--- src/rtl/mag_decimator_pkg.sv ---
// Shared constants and helpers for the magnitude decimator.
// Output width matches the host averager input.
package mag_decimator_pkg;

    localparam int OW = 24;
    localparam int CW = 8;

    typedef logic [OW-1:0] out_t;
    typedef logic [CW-1:0] cnt_t;

    localparam out_t OUT_MAX = '1;

    function automatic cnt_t eff_len(input cnt_t d);
        return (d == '0) ? cnt_t'(1) : d;
    endfunction

endpackage

--- src/rtl/mag_decimator_if.sv ---
// Sample-in / block-result-out bundle for the magnitude decimator.
// The master drives samples and consumes the block results.
interface mag_decimator_if
    import mag_decimator_pkg::*;
#(
    parameter int DW = 16
);

    logic                 en;
    cnt_t                 dec_len;
    logic signed [DW-1:0] adc;
    logic                 adc_s;
    out_t                 data_out;
    logic                 data_s;
    logic                 clip;

    modport master (
        output en,
        output dec_len,
        output adc,
        output adc_s,
        input  data_out,
        input  data_s,
        input  clip
    );

    modport slave (
        input  en,
        input  dec_len,
        input  adc,
        input  adc_s,
        output data_out,
        output data_s,
        output clip
    );

endinterface

--- src/rtl/mag_decimator_abs_sat.sv ---
// Registered signed-to-magnitude stage with most-negative clamp
// and full-scale detect.
module mag_decimator_abs_sat #(
    parameter int DW = 16
) (
    input  logic                 clk,
    input  logic                 rst,
    input  logic                 en,
    input  logic signed [DW-1:0] adc,
    input  logic                 adc_s,
    output logic                 v,
    output logic [DW-2:0]        mag,
    output logic                 full
);

    localparam int MW = DW - 1;

    logic          is_min;
    logic          is_max;
    logic [MW-1:0] mag_d;

    always_comb begin
        is_min = adc[DW-1] & ~|adc[DW-2:0];
        is_max = ~adc[DW-1] & &adc[DW-2:0];
        mag_d  = adc[DW-2:0];
        // -2^(DW-1) has no positive twin, so pin it to the largest magnitude
        if (is_min)
            mag_d = '1;
        else if (adc[DW-1])
            mag_d = ~adc[DW-2:0] + MW'(1);
    end

    always_ff @(posedge clk) begin
        if (rst) begin
            v    <= 1'b0;
            mag  <= '0;
            full <= 1'b0;
        end else begin
            v    <= adc_s & en;
            mag  <= mag_d;
            full <= is_min | is_max;
        end
    end

endmodule

--- src/rtl/mag_decimator.sv ---
// Box-car sum of |x| over a programmable block length, one
// saturated 24-bit result per block with a clip flag.
module mag_decimator
    import mag_decimator_pkg::*;
#(
    parameter int DW    = 16,
    parameter int SHIFT = 0
) (
    input  logic          clk,
    input  logic          rst,
    mag_decimator_if.slave bus
);

    localparam int MW = DW - 1;
    localparam int AW = MW + CW;

    logic          v1;
    logic          en1;
    logic [MW-1:0] mag;
    logic          full;

    cnt_t          cnt;
    cnt_t          len_q;
    cnt_t          len_cur;
    logic [AW-1:0] acc;
    logic [AW-1:0] sum;
    logic          sticky;
    logic          sticky_nxt;
    logic          last;
    logic [31:0]   shifted;
    out_t          sat;

    out_t          out_q;
    logic          out_s;
    logic          clip_q;

    mag_decimator_abs_sat #(
        .DW(DW)
    ) u_abs (
        .clk  (clk),
        .rst  (rst),
        .en   (bus.en),
        .adc  (bus.adc),
        .adc_s(bus.adc_s),
        .v    (v1),
        .mag  (mag),
        .full (full)
    );

    // en delayed to line up with the stage-1 valid
    always_ff @(posedge clk) begin
        if (rst)
            en1 <= 1'b0;
        else
            en1 <= bus.en;
    end

    always_comb begin
        len_cur    = (cnt == '0) ? eff_len(bus.dec_len) : len_q;
        sum        = acc + AW'(mag);
        sticky_nxt = sticky | full;
        last       = v1 && (cnt + cnt_t'(1) == len_cur);
        shifted    = 32'(sum >> SHIFT);
        sat        = (shifted > 32'(OUT_MAX)) ? OUT_MAX : shifted[OW-1:0];
    end

    always_ff @(posedge clk) begin
        if (rst) begin
            cnt    <= '0;
            len_q  <= '0;
            acc    <= '0;
            sticky <= 1'b0;
            out_q  <= '0;
            out_s  <= 1'b0;
            clip_q <= 1'b0;
        end else begin
            out_s <= 1'b0;
            if (v1) begin
                if (last) begin
                    cnt    <= '0;
                    acc    <= '0;
                    sticky <= 1'b0;
                    out_q  <= sat;
                    out_s  <= 1'b1;
                    clip_q <= sticky_nxt;
                end else begin
                    cnt    <= cnt + cnt_t'(1);
                    acc    <= sum;
                    sticky <= sticky_nxt;
                    if (cnt == '0)
                        len_q <= len_cur;
                end
            end else if (!en1) begin
                // en dropped: abandon the partial block
                cnt    <= '0;
                acc    <= '0;
                sticky <= 1'b0;
            end
        end
    end

    assign bus.data_out = out_q;
    assign bus.data_s   = out_s;
    assign bus.clip     = clip_q;

endmodule

--- src/flat_wrapper.sv ---
// flat-port wrapper written by rule: the top's interface ports become plain ports
module mag_decimator_flat import mag_decimator_pkg::*;
#(
    parameter int DW    = 16,
    parameter int SHIFT = 0
)
  (clk, rst, bus_en, bus_dec_len, bus_adc, bus_adc_s, bus_data_out, bus_data_s, bus_clip);
  mag_decimator_if #(.DW(DW)) bus_i ();
  input  logic clk;
  input  logic rst;
  input wire logic [$bits(bus_i.en)-1:0] bus_en;
  input wire logic [$bits(bus_i.dec_len)-1:0] bus_dec_len;
  input wire logic [$bits(bus_i.adc)-1:0] bus_adc;
  input wire logic [$bits(bus_i.adc_s)-1:0] bus_adc_s;
  output wire logic [$bits(bus_i.data_out)-1:0] bus_data_out;
  output wire logic [$bits(bus_i.data_s)-1:0] bus_data_s;
  output wire logic [$bits(bus_i.clip)-1:0] bus_clip;
  assign bus_i.en = bus_en;
  assign bus_i.dec_len = bus_dec_len;
  assign bus_i.adc = bus_adc;
  assign bus_i.adc_s = bus_adc_s;
  assign bus_data_out = bus_i.data_out;
  assign bus_data_s = bus_i.data_s;
  assign bus_clip = bus_i.clip;
  mag_decimator #(.DW(DW), .SHIFT(SHIFT)) u_core (.clk(clk), .rst(rst), .bus(bus_i));
endmodule
--- config.mk ---
export PLATFORM = sky130hd
export DESIGN_NAME = mag_decimator_flat
export DESIGN_NICKNAME = d
export VERILOG_FILES = /design/src/rtl/mag_decimator_pkg.sv /design/src/rtl/mag_decimator_if.sv /design/src/rtl/mag_decimator_abs_sat.sv /design/src/rtl/mag_decimator.sv /design/src/flat_wrapper.sv
export SDC_FILE = /design/constraint.sdc
export NUM_CORES = 1
export LEC_CHECK = 0
export CAP_MARGIN = 5
export CORE_AREA = 2 2 88 90
export DETAILED_ROUTE_END_ITERATION = 16
export DIE_AREA = 0 0 90 92
export PLACE_DENSITY = 0.92
export SYNTH_ARGS = -nofsm -noshare
export SYNTH_HDL_FRONTEND = slang
export SYNTH_SLANG_ARGS = --single-unit
--- constraint.sdc ---
create_clock -name clk -period 6.5 [get_ports clk]
set_input_delay 0.975 -clock clk [delete_from_list [all_inputs] [get_ports clk]]
set_output_delay 0.975 -clock clk [all_outputs]
set_load 0.03 [all_outputs]
==> impl_metrics.env <==
export IMPL_status="finished clean"
export IMPL_drc=0
export IMPL_hp_start="u_core.u_abs.full"
export IMPL_rr_startpoint="u_core.cnt[0]"
export IMPL_worstSetupStartpointType="input pin"
export IMPL_cts_buffer_depth=2
export IMPL_drive_gt1_frac=0.0667
export IMPL_r2r_end="u_core.bus.data_out[3]"
export IMPL_nFillCells=571
export IMPL_yosys_area_share_simple=0.155
export IMPL_dp_cells=596
export IMPL_power_switching_w=0.000247
export IMPL_clkTransAtPathRegs_ns=0.08
export IMPL_fin_nets=553
export IMPL_max_cap_viol_count=0
export IMPL_fin_area_mm2=0.00508
export IMPL_dieArea_mm2=0.00828
export IMPL_postSynthAreaPerCell_um2=9.35
export IMPL_rsz0062_at_grt="no"
export IMPL_crit_fanout=34
export IMPL_worst_setup_path_type="in -> reg"
export IMPL_die_h_um=92
export IMPL_vias=3496
export IMPL_period_minus_slack_ns=3.63
export IMPL_fin_crit_sh=0.558
export IMPL_first_iter_violations=219
export IMPL_grtUsageTotal=0.227
export IMPL_cts_sinks=83
export IMPL_io_buffers=52
export IMPL_grt_pass1_wl_um=15400
export IMPL_die_x_um=90
export IMPL_timing_reg2reg_setup_slack_ns=3.09
export IMPL_top_level_ports=54
export IMPL_netlist_instances=462
export IMPL_wl_per_cell_um=15.1
export IMPL_antenna_found_initial=0
export IMPL_fmax_ghz=0.276
export IMPL_rows=32
export IMPL_hold_depth=2
export IMPL_cts_resized=0
export IMPL_ctsHoldBuffers=0
export IMPL_setup_viol=0
export IMPL_slew_violations=0
export IMPL_async_flop_share=0
export IMPL_synth_enable_flop_cells=0
export IMPL_synth_compound_area_frac=0.195
export IMPL_synth_top_family_by_area="compound AO/OA/AOI/OAI gates"
export IMPL_hpwlAfterDp_um=6500
export IMPL_drt_pass1_iter_count=4
export IMPL_htreeDepth=3
export IMPL_synth_top_area_share=0.385
export IMPL_grt_ovfl_total=0
export IMPL_min_to="u_core.sticky"
export IMPL_max_slew_worst_pin_slew_ns=1.08
export IMPL_p_comb_frac=0.105
export IMPL_powerDensity_mw_per_mm2=208
export IMPL_clockRootBuffer="clkbuf_8"
export IMPL_leakagePower_nw=1.87
export IMPL_routed_wl_um=9260
export IMPL_clock_latency_ns=0.36
export IMPL_ys_seq_elements=83
export IMPL_vias_per_cell=5.71
export IMPL_placed_area_mm2=0.00485
export IMPL_grt_max_degree=56
export IMPL_endpoint_kind="flip-flop"
export IMPL_p_sw_frac=0.235
export IMPL_yosysTopAreaCell="dfxtp_1"
export IMPL_internal_power_w=0.000806
export IMPL_syn_num_nets=510
export IMPL_total_power_w=0.00105
export IMPL_fp_coreArea_mm2=0.00745
export IMPL_area_growth_pct=17.5
export IMPL_setup_tns_ns=0
export IMPL_maxSlewHeadroom=0.280
export IMPL_final_cells=612
export IMPL_synthMuxAreaShare=0.0765
export IMPL_synth_xor_area_frac=0.0892
export IMPL_final_common_cell="dfxtp_1"
export IMPL_yosys_warnings=0
export IMPL_cts_tree="yes"
export IMPL_final_cell_mix="dfxtp_1 (83), nor2_1 (54), clkdlybuf4s50_1 (51), mux2i_1 (33), a21oi_1 (31)"
export IMPL_pwr_share_clk=0.395
export IMPL_ys_flop_type="dfxtp_1"
export IMPL_post_cts_buffers=0
export IMPL_skew_ns=0.00874
export IMPL_yosys_top_cells_area="dfxtp_1 (38%), mux2i_1 (7.6%), ha_1 (5.5%)"
export IMPL_antenna_left=0
export IMPL_ff2ff_path_depth=10
export IMPL_holdCritPathClass="reg -> reg"
export IMPL_required_ns=6.71
export IMPL_finalHoldViolations=0
export IMPL_netlist_area_mm2=0.00432
export IMPL_seqPwrFrac=0.499
export IMPL_seq_area_frac_synth=0.385
export IMPL_ys_types=51
export IMPL_cts_buffers=9
export IMPL_initial_utilization=0.580
export IMPL_ir_worst_vdd_mv=0.116
export IMPL_grt_pass1_vias=3370
export IMPL_utilization=0.682
export IMPL_antenna_cells=0
export IMPL_gp_congestion=0.865
export IMPL_worst_ep_arrival_time_ns=3.83
export IMPL_synth_fa_ha_area_frac=0.0597
==> power groups by stage <==
| stage | clock [W] | combinational [W] | sequential, W |
|---|---|---|---|
| finish | 0.000416 | 0.000111 | 0.000526 |
| global route | 0.000444 | 0.000121 | 0.000527 |
| CTS | 0.000419 | 0.000110 | 0.000526 |
| detailed placement | 0 | 0.000109 | 0.000538 |
| global placement | 0 | 0.000104 | 0.000537 |
| floorplan | 0 | 0.0000725 | 0.000536 |
==> registers in the layout, summed over array words and instances, names as in the netlist <==
register             flops
u_core.u_abs.v           1
u_core.len_q             8
u_core.bus.clip          1
u_core.bus.data_out     23
u_core.en1               1
u_core.cnt               8
u_core.sticky            1
u_core.acc              23
u_core.bus.data_s        1
u_core.u_abs.mag        15
u_core.u_abs.full        1
==> final cells by class <==
type / instances / area [µm²] / area share
Sequential cell: 83 / 1660 / 0.327
Tap cell: 102 / 128 / 0.0251
Inverter: 11 / 41.3 / 0.00813
Clock inverter: 4 / 72.6 / 0.0143
Timing Repair Buffer: 54 / 531 / 0.105
Clock buffer: 12 / 155 / 0.0306
Multi-Input combinational cell: 346 / 2490 / 0.490
==> worst max path at each step <==
stage	slack, ns	end	from	depth (start not counted)
floorplan	3.46	u_core.u_abs.full	bus_adc[5]	7
global placement	2.69	u_core.bus.data_out[6]	bus_dec_len[5]	9
detailed placement	2.55	u_core.bus.data_out[3]	bus_dec_len[4]	9
CTS	2.86	u_core.bus.data_out[0]	bus_dec_len[4]	9
global route	2.71	u_core.bus.data_out[9]	bus_dec_len[5]	9
finish	2.87	u_core.bus.data_out[3]	bus_dec_len[4]	9
==> synth_stat cells (all sizes together) (12+ instances only) <==
library cell,n
dfxtp,83
xor2,24
a21oi,31
clkbuf,12
a22o,14
ha,19
mux2i,33
nor2,54
a211oi,14
o21ai,22
xnor2,20
nand2,21
==> critical path: stages <==
cell and delay, ns:
clkdlybuf4s50_1 0.46, nor4_1 0.28, a21o_1 0.16, mux2i_1 0.08, xnor2_1 0.16, nor4_4 0.47
and3_2 0.87, mux2i_1 0.29, nor2_1 0.06
==> stage by stage <==
| step | hold WS (ns) | setup WS (ns) |
|---|---|---|
| finish | 0.460 | 2.87 |
| global route | 0.476 | 2.71 |
| CTS | 0.458 | 2.86 |
| detailed placement | 0.452 | 2.55 |
| global placement | 0.446 | 2.69 |
| floorplan | 0.436 | 3.46 |
==> metal layers <==
layer	routed length [µm]	global-route usage
met1	4210	0.278
met2	4430	0.393
met3	426	0.0485
met4	186	0.0885
met5	0	0
==> logic make-up (layout without fill, tap and decap cells) <==
family                   count (synthesis)  in the layout
AO/OA/AOI/OAI                          118            118
XOR/XNOR                                44             44
adder cells (fa/ha/maj)                 20             20
buffers and inverters                   33             81
flip-flops                              83             83
multiplexers                            33             33
other                                    1              1
AND/OR/NAND/NOR                        130            130
Power figures use the tool's default switching activity.
